[src/rtl/down_timer.sv]
// Loadable down-counting timer with a prescaler, one-shot or periodic
// operation and a single-cycle expiry pulse. A terminal count is loaded
// through a valid/ready handshake. Counting runs while the timer is in RUN.
// When the count reaches zero the timer either reloads or returns to IDLE.
module down_timer #(
  parameter int TIMER_WIDTH    = 8,
  parameter int PRESCALE_WIDTH = 4
) (
  input  logic                      clk_i,
  input  logic                      rst_ni,
  input  logic                      clr_i,
  input  logic                      load_valid_i,
  output logic                      load_ready_o,
  input  logic [TIMER_WIDTH-1:0]    load_val_i,
  input  logic                      periodic_i,
  input  logic                      start_i,
  input  logic                      stop_i,
  input  logic [PRESCALE_WIDTH-1:0] prescale_i,
  output logic [TIMER_WIDTH-1:0]    count_o,
  output logic                      busy_o,
  output logic                      expire_o
);

  typedef enum logic [1:0] {
    IDLE   = 2'd0,
    LOADED = 2'd1,
    RUN    = 2'd2
  } state_e;

  state_e                    state_q, state_d;
  logic [TIMER_WIDTH-1:0]    count_q, count_d;
  logic [TIMER_WIDTH-1:0]    reload_q, reload_d;
  logic [PRESCALE_WIDTH-1:0] psc_q, psc_d;
  logic                      expire_q, expire_d;

  logic load_accept;
  logic tick;
  logic last_tick;

  // The handshake depends only on the state, so a requester held off
  // during RUN simply keeps valid asserted until the timer stops.
  assign load_ready_o = (state_q != RUN);
  assign load_accept  = load_valid_i & load_ready_o;

  // A tick fires once the prescaler has reached the programmed divider. Using
  // >= means a divider lowered mid-count ticks at once instead of wrapping.
  assign tick      = (psc_q >= prescale_i);
  assign last_tick = (count_q <= TIMER_WIDTH'(1));

  // Next-state, datapath and expiry decision; clear overrides everything else
  always_comb begin
    state_d  = state_q;
    count_d  = count_q;
    reload_d = reload_q;
    psc_d    = psc_q;
    expire_d = 1'b0;

    if (clr_i) begin
      state_d  = IDLE;
      count_d  = '0;
      reload_d = '0;
      psc_d    = '0;
    end else begin
      unique case (state_q)
        IDLE, LOADED: begin
          if (load_accept) begin
            count_d  = load_val_i;
            reload_d = load_val_i;
            psc_d    = '0;
            state_d  = start_i ? RUN : LOADED;
          end else if (start_i && (state_q == LOADED)) begin
            psc_d   = '0;
            state_d = RUN;
          end
        end

        RUN: begin
          if (stop_i) begin
            psc_d   = '0;
            state_d = LOADED;
          end else if (tick) begin
            psc_d = '0;
            if (last_tick) begin
              expire_d = 1'b1;
              if (periodic_i) begin
                count_d = reload_q;
              end else begin
                count_d = '0;
                state_d = IDLE;
              end
            end else begin
              count_d = count_q - TIMER_WIDTH'(1);
            end
          end else begin
            psc_d = psc_q + PRESCALE_WIDTH'(1);
          end
        end

        default: begin
          state_d = IDLE;
          count_d = '0;
          psc_d   = '0;
        end
      endcase
    end
  end

  // State and datapath registers with asynchronous active-low reset
  always_ff @(posedge clk_i or negedge rst_ni) begin
    if (!rst_ni) begin
      state_q  <= IDLE;
      count_q  <= '0;
      reload_q <= '0;
      psc_q    <= '0;
      expire_q <= 1'b0;
    end else begin
      state_q  <= state_d;
      count_q  <= count_d;
      reload_q <= reload_d;
      psc_q    <= psc_d;
      expire_q <= expire_d;
    end
  end

  assign count_o  = count_q;
  assign busy_o   = (state_q == RUN);
  assign expire_o = expire_q;

endmodule

[config.mk]
export PLATFORM = sky130hd
export DESIGN_NAME = down_timer
export DESIGN_NICKNAME = d
export VERILOG_FILES = /design/src/rtl/down_timer.sv
export SDC_FILE = /design/constraint.sdc
export NUM_CORES = 1
export LEC_CHECK = 0
export ABC_CLOCK_PERIOD_IN_PS = 2500
export BUFFER_PORTS_ARGS = -buffer_cell sky130_fd_sc_hd__buf_4
export CORE_MARGIN = 3
export CORE_UTILIZATION = 45
export DETAILED_ROUTE_END_ITERATION = 16
export GPL_TIMING_DRIVEN = 1
export PLACE_DENSITY_LB_ADDON = 0.25
export REMOVE_ABC_BUFFERS = 1
export SYNTH_ARGS = -nofsm -noshare
export SYNTH_HDL_FRONTEND = slang
export SYNTH_SLANG_ARGS = --single-unit
[constraint.sdc]
create_clock -name clk_i -period 2.5 [get_ports clk_i]
set_input_delay 0.125 -clock clk_i [delete_from_list [all_inputs] [get_ports clk_i]]
set_output_delay 0.125 -clock clk_i [all_outputs]
set_load 0.01 [all_outputs]
==> run_results.csv <==
group,metric,value,unit
status,outcome,"finished clean",
placement,gp_routability_congestion,0.852,
worst_setup_path,path_class,"flip-flop to flip-flop",
global_route,antenna_found_initial,0,
routing,antenna_left,0,
synth,synth_area,1480,µm²
synth,ys_seq_area_share,39.0,%
synth,synth_edf_count,0,
placement,pre_cts_ws,0.408,ns
final_layout,mostFrequentLayoutCells,"buf_4, nand2_1, dfrtp_1",
clock_tree,numCtsBuffers,3,
floorplanning,ios,30,
global_route,grt_pass1_wl,6270,µm
clock_tree,cts_max_path_buffers,2,
worst_setup_path,endpoint_kind,"flip-flop",
timing,fin_crit,2.12,ns
final_layout,drive_gt1_share,21.1,%
timing,tns,0,ns
synth,synth_top_cell_area_share,39.0,%
final_layout,antenna_cells,0,
synth,ys_seq_elements,23,
timing,hold_viol_final,0,
floorplanning,initial_core_util,47.9,%
clock_tree,clkSlewWorstSetupHoldPaths,0.14,ns
clock_tree,ctsResizeCount,0,
placement,io_buffers,29,
worst_setup_path,critPathSlowestCell,"a311o_1",
floorplanning,die_w,63.3,µm
final_layout,nets,226,
synth,yosys.area.top_type,"dfrtp_1",
synth,synth-main-ff-cell,"dfrtp_1",
worst_setup_path,slowest_delay,0.55,ns
routing,drc_errors,0,
final_layout,n_fill_cell,292,
routing,vias,1380,
global_route,gr-total-overflow,0,
synth,synthCells,170,
routing,drtIter0Drc,70,
worst_setup_path,cp.arrival,2.30,ns
timing,whs,0.0343,ns
global_route,grt_max_degree,24,
global_route,first_global_vias,1381,
clock_tree,clock_sink_count,23,
clock_tree,postCtsSetupRepairBufs,0,
floorplanning,rows,20,
final_layout,register_area,576,µm²
final_layout,fin_area,1780,µm²
clock_tree,cts_tree,"yes",
floorplanning,coreArea,3080,µm²
power_and_ir_drop,vdd_ir_drop_max,0.213,mV
timing,fin_ws,0.382,ns
floorplanning,die_h,63.3,µm
run,drv_cap,0,
clock_tree,clk_latency,0.32,ns
final_layout,layout_commonest_cell,"buf_4",
final_layout,final_cell_count_no_fill,243,
synth,syn_area_per_cell,8.68,µm²
worst_setup_path,path_max_fanout,16,
routing,vias_per_cell,5.68,
timing,setup_violations,0,
routing,wl,3620,µm
final_layout,areaGrowthSynthToFinish,20.4,%
worst_setup_path,cp_data_required_time,2.68,ns
synth,synth_area_leaders,"dfrtp_1, nand2_1, a21oi_1",
clock_tree,cts_root_buffer,"clkbuf_4",
timing,slew_viol_final,0,
floorplanning,design.die.area,4000,µm²
placement,dpl.hpwl,2710,µm
routing,drt_pass1_iterations,4,
timing,tightest_slew,0.706,ns
final_layout,multiInputGateArea,832,µm²
worst_setup_path,start_kind,"flip-flop",
timing,period_share,84.7,%
power_and_ir_drop,leakagePower,0.818,nW
timing,slew_headroom,52.8,%
timing,fin_skew,0.00630,ns
placement,placed_cell_area,1730,µm²
synth,yosys_warnings,0,
synth,ys_types,42,
clock_tree,htree_num_levels,1,
placement,dp.cells,237,
global_route,grt_use_total,19.2,%
synth,synthArstFlopShare,100,%
timing,rsz0062_at_grt,"no",
min_path,min_path_type,"primary input to flip-flop",
worst_setup_path,path_cells,"inv_1 -> ha_1 -> nand2b_1 -> a31o_2 -> a311o_1 -> a21oi_1 -> a31oi_1",
routing,wl_per_cell,14.9,µm
timing,clock.fmax,0.472,GHz
clock_tree,cts_hold_buffers,1,
power_and_ir_drop,power.density,529,nW/µm²
-- cell families (layout without fill, tap and decap cells) --
logic type | count (synthesis) | after routing | synth area share, %
flip-flops | 23 | 23 | 39.0
AND/OR/NAND/NOR | 63 | 63 | 21.5
XOR/XNOR | 2 | 2 | 1.19
buffers and inverters | 17 | 46 | 4.58
multiplexers | 2 | 2 | 1.36
AO/OA/AOI/OAI | 56 | 56 | 26.5
adder cells (fa/ha/maj) | 7 | 7 | 5.94
-- cell usage after synthesis, drive strengths merged, types with 2 or more instances --
cell and count:
a211o 2, a21o 2, a21oi 22, a22oi 3, a311o 2, a31oi 4, buf 3, clkbuf 5
dfrtp 23, ha 7, inv 9, mux2i 2, nand2 30, nand2b 4, nand3 3, nor2 13
nor2b 2, nor3 4, nor4b 2, o211ai 3, o21ai 6, o311ai 2, o31ai 2
-- where the power goes --
part / switching [mW] / internal [mW]
clock network: 0.125 / 0.0600
logic: 0.158 / 0.140
registers: 0.0539 / 0.403
-- routing by layer --
metal	part of all wire (%)	track usage, %	up-vias
li1	-	-	680
met3	4.5	3.21	5
met4	1.1	5.39	0
met5	0	0	-
met2	49	35.0	36
met1	45	23.1	659
-- state kept, by name, indices dropped and copies added (netlist names) --
name,flops
count_o,8
expire_o,1
psc_q,4
reload_q,8
state_q,2
-- critical path: cells and delay by family, from the launching register on --
| kind | cells | cell delay [ns] |
|---|---|---|
| buffers and inverters | 1 | 0.06 |
| adder cells (fa/ha/maj) | 1 | 0.27 |
| AO/OA/AOI/OAI | 4 | 1.06 |
| AND/OR/NAND/NOR | 1 | 0.16 |
| flip-flops | 1 | 0.43 |
-- worst paths after layout --
path                                          from                       to  slack [ns]  depth (start not counted)
min                                  load_val_i[6]  reload_q[6]$_DFFE_PN0P_        0.03                          3
max                           psc_q[0]$_DFFE_PN0P_   count_o[6]$_DFFE_PN0P_        0.38                          7
max in group asynchronous                   rst_ni   count_o[4]$_DFFE_PN0P_        2.05                          2
max reg2reg                   psc_q[0]$_DFFE_PN0P_   count_o[6]$_DFFE_PN0P_        0.38                          7
min reg2reg                reload_q[6]$_DFFE_PN0P_  reload_q[6]$_DFFE_PN0P_        0.54                          2
min in group asynchronous                   rst_ni  reload_q[1]$_DFFE_PN0P_        0.21                          2
-- cell type report --
cell class | count | area share [%]
clock buffers | 3 | 1.27
well taps | 44 | 3.10
flip-flops and latches | 23 | 32.4
repair buffers | 33 | 14.2
clock inverters | 1 | 0.282
inverters | 9 | 1.90
multi-input cells | 130 | 46.8
-- per-stage QoR --
stage | total power [mW] | utilization [%]
2_1_floorplan | 0.629 | -
4_1_cts | 0.939 | 57.4
3_5_place_dp | 0.759 | 56.2
5_1_grt | 1.00 | 57.7
6_report | 0.940 | 57.7
3_3_place_gp | 0.747 | 56.2
(Power assumes the default switching activity.)
